--- src/rtl/product_accumulator_pkg.sv ---
// Shared types and width constants for the product accumulator slice.
package product_accumulator_pkg;

   localparam int unsigned PROD_W    = 64;
   localparam int unsigned DEF_ACC_W = 80;
   localparam int unsigned DEF_CNT_W = 16;

   typedef enum logic [1:0] {
      IDLE  = 2'd0,
      ACCUM = 2'd1,
      HOLD  = 2'd2
   } state_t;

endpackage

--- src/rtl/acc_sat_add.sv ---
// Combinational sign-extending accumulate with signed-overflow detect.
// With ACC_SATURATE_EN defined an overflowing add clamps to the signed limit.
module acc_sat_add
   import product_accumulator_pkg::*;
#(
   parameter int unsigned ACC_W = DEF_ACC_W
) (
   input  logic [ACC_W-1:0]  acc,
   input  logic [PROD_W-1:0] product,
   output logic [ACC_W-1:0]  sum_c,
   output logic              ovf_c
);

   logic [ACC_W-1:0] ext;
   logic [ACC_W-1:0] raw;

   always_comb begin
      ext   = ACC_W'($signed(product));
      raw   = acc + ext;
      // overflow: operands share a sign that the raw sum does not
      ovf_c = (acc[ACC_W-1] == ext[ACC_W-1]) && (raw[ACC_W-1] != acc[ACC_W-1]);
      sum_c = raw;
`ifdef ACC_SATURATE_EN
      if (ovf_c) begin
         sum_c = acc[ACC_W-1] ? {1'b1, {(ACC_W-1){1'b0}}} : {1'b0, {(ACC_W-1){1'b1}}};
      end
`else
      sum_c = raw;
`endif
   end

endmodule

--- src/rtl/product_accumulator.sv ---
// Accumulates signed 64-bit products into groups delimited by in_last.
// Optional clamping on overflow is selected by the ACC_SATURATE_EN macro.
module product_accumulator
   import product_accumulator_pkg::*;
#(
   parameter int unsigned ACC_W = DEF_ACC_W,
   parameter int unsigned CNT_W = DEF_CNT_W
) (
   input  logic              clk,
   input  logic              rst,
   input  logic              in_valid,
   output logic              in_ready,
   input  logic [PROD_W-1:0] product,
   input  logic              in_last,
   output logic              out_valid,
   input  logic              out_ready,
   output logic [ACC_W-1:0]  acc_out,
   output logic [CNT_W-1:0]  term_cnt,
   output logic              ovf
);

   state_t           state;
   state_t           state_nxt;
   logic [ACC_W-1:0] acc;
   logic [ACC_W-1:0] sum_c;
   logic             add_ovf_c;
   logic [CNT_W-1:0] cnt;
   logic [CNT_W-1:0] cnt_inc;
   logic             sticky;
   logic             in_xfer;
   logic             out_xfer;

   acc_sat_add #(.ACC_W(ACC_W)) u_add (
      .acc     (acc),
      .product (product),
      .sum_c   (sum_c),
      .ovf_c   (add_ovf_c)
   );

   assign in_xfer  = in_valid & in_ready;
   assign out_xfer = out_valid & out_ready;
   // term counter sticks at all-ones instead of wrapping
   assign cnt_inc  = (&cnt) ? cnt : cnt + CNT_W'(1);

   // State register
   always_ff @(posedge clk) begin
      if (rst) begin
         state <= IDLE;
      end else begin
         state <= state_nxt;
      end
   end

   // Next-state logic
   always_comb begin
      state_nxt = state;
      case (state)
         IDLE, ACCUM: begin
            if (in_xfer) begin
               state_nxt = in_last ? HOLD : ACCUM;
            end
         end
         HOLD: begin
            if (out_xfer) begin
               state_nxt = IDLE;
            end
         end
         default: state_nxt = IDLE;
      endcase
   end

   // Output decode
   always_comb begin
      in_ready = 1'b1;
      if (state == HOLD) begin
         in_ready = 1'b0;
      end
   end

   // Accumulator, counter and result registers
   always_ff @(posedge clk) begin
      if (rst) begin
         acc       <= '0;
         cnt       <= '0;
         sticky    <= 1'b0;
         out_valid <= 1'b0;
         acc_out   <= '0;
         term_cnt  <= '0;
         ovf       <= 1'b0;
      end else if (in_xfer) begin
         if (in_last) begin
            acc_out   <= sum_c;
            term_cnt  <= cnt_inc;
            ovf       <= sticky | add_ovf_c;
            out_valid <= 1'b1;
         end else begin
            acc    <= sum_c;
            cnt    <= cnt_inc;
            sticky <= sticky | add_ovf_c;
         end
      end else if (out_xfer) begin
         // result consumed: clear the running group for the next one
         out_valid <= 1'b0;
         acc       <= '0;
         cnt       <= '0;
         sticky    <= 1'b0;
      end
   end

endmodule

--- config.mk ---
export PLATFORM = sky130hd
export DESIGN_NAME = product_accumulator
export DESIGN_NICKNAME = d
export VERILOG_FILES = /design/src/rtl/product_accumulator_pkg.sv /design/src/rtl/acc_sat_add.sv /design/src/rtl/product_accumulator.sv
export SDC_FILE = /design/constraint.sdc
export NUM_CORES = 1
export LEC_CHECK = 0
export ABC_AREA = 0
export BUFFER_PORTS_ARGS = -buffer_cell sky130_fd_sc_hd__buf_4
export CAP_MARGIN = 30
export CORE_ASPECT_RATIO = 1.2
export CORE_MARGIN = 10
export CORE_UTILIZATION = 59
export DETAILED_ROUTE_END_ITERATION = 7
export HOLD_SLACK_MARGIN = 0.06
export PLACE_DENSITY = 0.82
export SETUP_SLACK_MARGIN = 0.2
export SYNTH_ARGS = -nofsm -noshare
export SYNTH_HDL_FRONTEND = slang
export SYNTH_SLANG_ARGS = --single-unit
--- constraint.sdc ---
create_clock -name clk -period 3.5 [get_ports clk]
set_input_delay 0.7 -clock clk [delete_from_list [all_inputs] [get_ports clk]]
set_output_delay 0.7 -clock clk [all_outputs]
set_load 0.05 [all_outputs]
Word-level counts from Yosys, hierarchy flattened
Index checks and enable logic that the tools add are counted.
- add/sub/neg operators: 2
- eq/ne operators: 8
- multiplexer cells: 17
- bitwise gates (word level): 3
- reduce and logical (&&, ||, !) cells: 9
- operator list (kind ; count):
    two-way mux 80 bit ; 3
    adder 80 bit ; 1
    two-way mux 16 bit ; 4
    adder 16 x 1 -> 16 bit (second input constant) ; 1
    AND reduction 16 bit ; 1
    inequality test 2 bit (second input constant) ; 4
    AND reduction 2 bit ; 4
    two-way mux 1 bit ; 6
    two-way mux 2 bit ; 3
    one-hot mux 2 bit (2 select lines) ; 1
    bitwise AND 1 bit ; 2
    == test 2 x 1 -> 1 bit (second input constant) ; 1
    == test 2 bit (second input constant) ; 1
    zero test 2 bit ; 1
    nonzero test 2 bit ; 1
    OR reduction 2 bit ; 1
    == test 1 bit ; 1
    logical AND 1 bit ; 1
    inequality test 1 bit ; 1
    bitwise OR 1 bit ; 1
- flip-flop bits (word level): 197
- bits of input ports: 69
- output and inout bits: 99
- word-level logic and storage cells: 47

Depth between registers and ports, before layout
Gate-level depths: netlist (run 1).
- depth in word-level cells: 6
- depth in mapped cells: 12
- gate-level depth less buffers: 12

By module
From an unflattened synthesis (run 1), not the netlist that was laid out.
- cell total of the unflattened synthesis: 1674
- area, all modules: 12371.9 µm²
- by module, submodules not included (module ; times used ; cells an instance ; area each (µm²) ; seq. area each (µm²)):
    product_accumulator ; 1 ; 942 ; 7508.5 ; 3943.8
    acc_sat_add ; 1 ; 732 ; 4863.4 ; 0.0

Worst setup path before layout (run 1)
No wires, ideal clock.
- kind: input-to-reg
- start: input product[0]
- end: register acc_out[74]
- library setup time: 63 ps
- arrival time: 3199 ps
- required time: 3437 ps
- slack: 238 ps
- cell stages on the path: 12
- buffers on the path: 0
- cells stage by stage: ha_1 -> fa_1 -> a211oi_1 -> o21ai_2 -> o2111ai_2 -> a211oi_2 -> o311ai_1 -> a2111o_1 -> and2_4 -> o31a_1 -> or4_1 -> nand3_1
- cells in the longest elaborated chain, start to end: 1
- RTL lines (item ; RTL line ; RTL):
    start: declaration ; product_accumulator.sv:13 ; input logic [PROD_W-1:0] product,
    adder 80 bit ; acc_sat_add.sv:19 ; raw = acc + ext;
    end signal: assignment ; product_accumulator.sv:92 ; acc_out <= sum_c;
    end: declaration ; product_accumulator.sv:17 ; output logic [ACC_W-1:0] acc_out,
No other way between the ends.
A chain may end at the register's enable or synchronous reset.

Worst setup path in the final report (run 1)
- start: input product[29]
- end: register acc_out[65]
The elaborated chain is that of the path after synthesis.

==> results of run 1 <==
[per-stage QoR]
stage	util (%)	setup TNS, ps	power (mW)	std cells	hold WS (ps)
after floorplan	-	0	3.885	1600	419.7
after global placement	72.39	-508.0	4.637	2086	434.2
after detailed placement	72.39	-3196	4.673	2086	440.5
after CTS	75.38	0	6.705	2118	452.0
after global routing	75.80	0	7.014	2118	467.0
final	75.80	0	6.731	2118	455.1
[worst paths after layout]
check,depth (start not counted),to,from
setup / recovery,14,acc_out[65],product[29]
hold / removal,2,acc_out[39],acc_out[39]
setup reg to reg,13,acc_out[65],acc[29]
hold reg to reg,2,acc_out[39],acc_out[39]
[power groups by stage]
stage,Combinational [mW],Clock (mW),Sequential (mW)
2_1_floorplan,1.09,0,2.79
6_report,2.19,2.06,2.49
5_1_grt,2.37,2.14,2.50
3_3_place_gp,2.11,0,2.53
3_5_place_dp,2.14,0,2.54
4_1_cts,2.15,2.07,2.48
[routing by layer]
metal	vias to the layer above	global-route usage, %	routed length (um)	part of all wire [%]
met5	-	0	0	0
met4	0	13.48	1623	4.1
met3	131	5.783	2712	6.8
met2	485	51.44	20130	50
met1	6083	32.96	15540	39
li1	6243	-	-	-
[critical path, cell delays in order]
cell,delay (ps)
buf_4,110
ha_1,340
buf_4,160
nand2_1,70
buf_4,140
nor2_1,290
and4_1,270
and3_1,270
o211ai_2,130
o21ai_2,360
a21boi_1,120
buf_4,150
or4_1,400
nand3_1,80
[final cells by class]
| class | count | area (um2) | area share [%] |
|---|---|---|---|
| timing repair buffer | 332 | 2542 | 16.50 |
| multi-input combinational | 1262 | 7869 | 51.07 |
| inverter | 30 | 112.6 | 0.7309 |
| tap | 265 | 331.6 | 2.152 |
| sequential | 197 | 3945 | 25.60 |
| clock buffer | 17 | 425.4 | 2.761 |
| clock inverter | 15 | 181.4 | 1.178 |
[registers in the layout, summed over array words and instances (netlist names)]
signal	count
term_cnt	16
out_valid	1
state	2
sticky	1
ovf	1
cnt	16
acc_out	80
acc	80
[repair_timing]
action / in CTS / in global routing
buffers inserted: 0 / 0
setup endpoints to repair: 0 / 40
resized for setup: 0 / 25
[cell usage in the layout (no fill, tap or decap), drive strengths merged, types with 40 or more instances in the layout]
cell / n
buf: 332
nand2: 229
dfxtp: 197
a21oi: 190
nor2: 144
o21ai: 94
ha: 80
xnor2: 52
nand4: 47
a21o: 40
a22oi: 40
[kinds of logic after synthesis]
| group | synth area share, % |
|---|---|
| AOI/OAI and AO/OA | 26.54 |
| adders and majority gates | 8.337 |
| buffers and inverters | 4.546 |
| DFF | 32.20 |
| and+or+nand+nor | 21.60 |
| muxes | 0.4087 |
| xor gates and xnor gates | 6.365 |
==> flow_summary.ini, run 1 <==
[synth]
synth.distinct_cells = 77
yosysSeqAreaShare_pct = 32.20
yosys_warnings = 0
netlist.area_leader.share_pct = 32.20
synth_area_leader_cell = dfxtp_1
synth_edf_count = 0
post_synth.cell_area_avg_um2 = 7.654
synth-main-ff-cell = dfxtp_1
syn_nets = 1750
synth.area.top_cells = dfxtp_1, ha_1, a21oi_1, nand2_1, nor2_1
netlist_instances = 1600
synth_top_cells_by_count = nand2_1, dfxtp_1, a21oi_1
synthesis.area_mm2 = 0.01225
synth_most_common_cell = nand2_1
ys_ff_latch = 197
synthArstFlopShare_pct = 0

[detailed_routing]
drtPass1Iterations = 7
avgRoutedWirePerCell_um = 18.89
drtIter0Drc = 876
routed_wl_mm = 40.01
vias = 12940
vias_per_cell = 6.110
drc_errors = 0
detail-route-antenna-nets = 0

[clocking]
cts_sinks = 197
cts_hold_buf = 0
insertion_delay_ps = 460
cts_tree = done
cts_made_buffers = 17
cts_max_path_buffers = 2
clockRootBuffer = clkbuf_16
h-tree-depth = 4
clk_pin_slew_ps = 70

[timing]
rsz0062_at_grt = no
worst_slack_ps = 310.4
min_period_ps = 3190
fmax_mhz = 313.5
drv_slew = 0
skew_ps = 13.19
max_slew_margin_pct = 42.34
final_hold_viol_count = 0
finalCritPeriodShare_pct = 91.13
setup_viol = 0
worst_pin_slew_ps = 862.8

[global_routing]
grt.total_usage_pct = 29.19
grt_first_pass_wirelength_mm = 64.16
antenna_found_initial = 0
grt_max_degree = 133
grt_pass1_vias = 12850
gr-total-overflow = 0

[finish]
layout-drive-gt1-share_pct = 22.34
fillerInstances = 1617
finalNetCount = 1990
n_antenna_cell = 0
area_growth_pct = 25.81
design_area_mm2 = 0.01541

[pwr]
p_comb_share_pct = 32.5
ir_worst_vdd_uv = 379.3
seqPwrFrac_pct = 36.9
clkPwrFrac_pct = 30.6
cellPowerDensity_mw_per_mm2 = 436.8
p_sw_mw = 2.448
p_leak_nw = 6.824
internal-power_mw = 4.283
netSwitchingFraction_pct = 36.37

[floorplan]
num_rows = 57
start_util_pct = 60.25
dieArea_mm2 = 0.02694
die_w_um = 151.5
io_pins = 168
die_h_um = 177.8
core_area_mm2 = 0.02033

[placed_design]
placed_area_mm2 = 0.01471
hpwl_mm = 30.23
pre_cts_ws_ps = -189.4
port_buffers = 167
gp_congestion = 0.9643

[critical_path]
crit_arrival_ps = 3580
worst-endpoint-required_ps = 3890
cp_max_fo = 6
critPathCaptureType = flop
criticalPathCategory = primary input to flop
reg2reg_slack_ps = 330
cp-start-kind = primary input

[min_path]
min_path_type = flop to flop

[outcome]
status = completed

[run]
cap_viol_max_count = 0
Note: power is estimated with default switching activity, not from simulation.
==> run 2: changes to the inputs <==
--- a/config.mk
+++ b/config.mk
@@ -13,8 +13,9 @@
 export CORE_UTILIZATION = 59
 export DETAILED_ROUTE_END_ITERATION = 7
 export HOLD_SLACK_MARGIN = 0.06
-export PLACE_DENSITY = 0.82
+export PLACE_DENSITY = 0.81
 export SETUP_SLACK_MARGIN = 0.2
 export SYNTH_ARGS = -nofsm -noshare
 export SYNTH_HDL_FRONTEND = slang
+export SYNTH_HIERARCHICAL = 1
 export SYNTH_SLANG_ARGS = --single-unit
==> flow_summary.ini, run 2 <==
[critical_path]
rr_startpoint = acc[0]
crit_arrival_ps = 3730
cp_max_fo = 3
criticalPathCategory = primary input to flop
crit_chain = buf_6 > ha_4 > fa_2 > a21o_1 > a221oi_4 > buf_4 > buf_6 > o21bai_4 > o21a_1 > o21bai_2 > or2_4 > nand3_4 > a211o_1 > a21oi_2 > xnor2_2 > nand2_1 > a21oi_1
max_stage_delay_ps = 350
path_depth = 17
worstReg2RegEnd = acc_out[78]
cp_common_cell = buf_6
crit_slowest_cell = fa_2
worst-endpoint-required_ps = 3870
cpLargestDelayFamily = compound AO/OA/AOI/OAI gates
worst-path-buf-inv = 3
cp-start-kind = primary input
critPathCaptureType = flop
reg2reg_slack_ps = 160
r2r_cells = 16

[finish]
layout-drive-gt1-share_pct = 22.53
reg.largest.list = acc (80), acc_out (80)
area_growth_pct = 26.49
n_antenna_cell = 0
design_area_mm2 = 0.01565
layout_common_cells = nand2_1, buf_4, a21oi_1
stdcell_count = 2187
finalNetCount = 2059
final_common_cell = nand2_1

[synth]
yosysSeqAreaShare_pct = 31.88
synth_area_leader_cell = dfxtp_1
syn_nets = 1824
ys_ff_latch = 197
synth.area.top_cells = dfxtp_1, a21oi_1, nand2_1, ha_1, nand3_1
synth-main-ff-cell = dfxtp_1
synth_top_cells_by_count = nand2_1, a21oi_1, dfxtp_1
synth.distinct_cells = 75
synthesis.area_mm2 = 0.01237
yosys_warnings = 6
post_synth.cell_area_avg_um2 = 7.391
synth_most_common_cell = nand2_1
netlist.area_leader.share_pct = 31.88
synthArstFlopShare_pct = 0
netlist_instances = 1674
synth_edf_count = 0

[timing]
fmax_mhz = 297.9
drv_slew = 0
worst_pin_slew_ps = 901.9
final_hold_viol_count = 0
rsz0062_at_grt = yes
min_period_ps = 3357
setup_viol = 0
max_slew_margin_pct = 39.87
skew_ps = 12.19
worst_slack_ps = 142.9
finalCritPeriodShare_pct = 95.92

[floorplan]
io_pins = 168
die_w_um = 152.2
die_h_um = 178.6
core_area_mm2 = 0.02047
num_rows = 57
dieArea_mm2 = 0.02719
start_util_pct = 60.44

[detailed_routing]
vias = 13380
avgRoutedWirePerCell_um = 17.93
detail-route-antenna-nets = 0
drtIter0Drc = 1023
drc_errors = 0
drtPass1Iterations = 5
routed_wl_mm = 39.22
vias_per_cell = 6.119

[global_routing]
antenna_found_initial = 0
grt_pass1_vias = 12920
met1_usage_pct = 30.69
grt_first_pass_wirelength_mm = 62.62
grt_max_degree = 118
grt_util_met2_pct = 49.40
gr-total-overflow = 0
grt_util_met3_pct = 4.409
grt-busiest-layer = met2
grt.total_usage_pct = 27.09

[min_path]
hold_end = acc_out[37]
min_path_type = flop to flop
hp-start = acc_out[37]
whs_path_depth = 2

[placed_design]
port_buffers = 167
pre_cts_ws_ps = -342.2
hpwl_mm = 28.25
gp_congestion = 0.9855
placed_cells = 2145
placed_area_mm2 = 0.01479

[clocking]
cts_tree = done
cts_made_buffers = 17
cts_sinks = 197
clk_pin_slew_ps = 80
clockRootBuffer = clkbuf_16
h-tree-depth = 4
insertion_delay_ps = 440
cts_max_path_buffers = 2
cts_hold_buf = 0

[pwr]
cellPowerDensity_mw_per_mm2 = 419.7
p_leak_nw = 6.629
ir_worst_vdd_uv = 377.2
fin_total_pwr_mw = 6.568

[run]
cap_viol_max_count = 0

[outcome]
status = completed
## run 2: changes by cell type after synthesis, moves of 16 or more
cell | previous run | this run
a22oi_1 | 40 | 3
nand2_1 | 228 | 335
a21oi_1 | 188 | 272
nor2_1 | 143 | 67
a22o_1 | 17 | 1
a211oi_1 | 24 | 8
o21ai_0 | 86 | 65
nand3_1 | 39 | 106
## run 2: worst max-delay path by stage
stage / end / slack [ps] / startpoint
2_1_floorplan: acc_out[68] / 70 / product[0]
3_3_place_gp: acc_out[78] / -260 / product[0]
3_5_place_dp: acc_out[78] / -340 / product[0]
4_1_cts: acc_out[78] / 170 / product[0]
5_1_grt: acc_out[78] / 70 / acc[0]
6_report: acc_out[78] / 140 / product[0]
## run 2: final cells by class
cell class | count | area (um2)
Sequential cell | 197 | 3945
Tap cell | 265 | 331.6
Fill cell | 1579 | 4820
Inverter | 33 | 123.9
Clock inverter | 14 | 140.1
Multi-Input combinational cell | 1325 | 8103
Clock buffer | 18 | 429.2
Timing Repair Buffer | 335 | 2576
## run 2: metal layers
layer,up-vias,part of all wire [%]
li1,6433,-
met1,6337,40
met2,501,50
met3,112,6.0
met4,0,3.6
met5,-,0
## run 2: what timing repair did
action / CTS / global route
buffers inserted: 0 / 10
resized for setup: 3 / 48
setup endpoints to repair: 10 / 47
pin swaps: 1 / 40
## run 2: report_power, final
part	switching [mW]	leakage [nW]	internal, mW
Sequential	0.0885	1.61	2.39
Combinational	1.31	4.75	0.836
Clock	0.993	0.274	0.947
Total	2.40	6.63	4.17
## run 2: metrics by stage
stage / hold WS (ps) / utilization, % / TNS, ps
floorplan: 414.7 / - / 0
global placement: 426.3 / 72.27 / -6193
detailed placement: 445.4 / 72.27 / -8473
CTS: 458.0 / 75.08 / 0
global route: 470.3 / 76.45 / 0
finish: 456.6 / 76.45 / 0
## run 2: cell families after synthesis
kind of cell    after synthesis  share of synthesized area (%)
buf+inv                     152                          4.784
fa+ha+maj                    81                          8.252
mux                           4                         0.3236
flops                       197                          31.88
simple gates                649                          24.11
xor+xnor                     83                          5.876
compound gates              508                          24.78
## run 2: worst min-delay path, cell delays in order, from the launching register on
cell and delay (ps):
dfxtp_1 310, nand2_1 50, a21oi_1 50
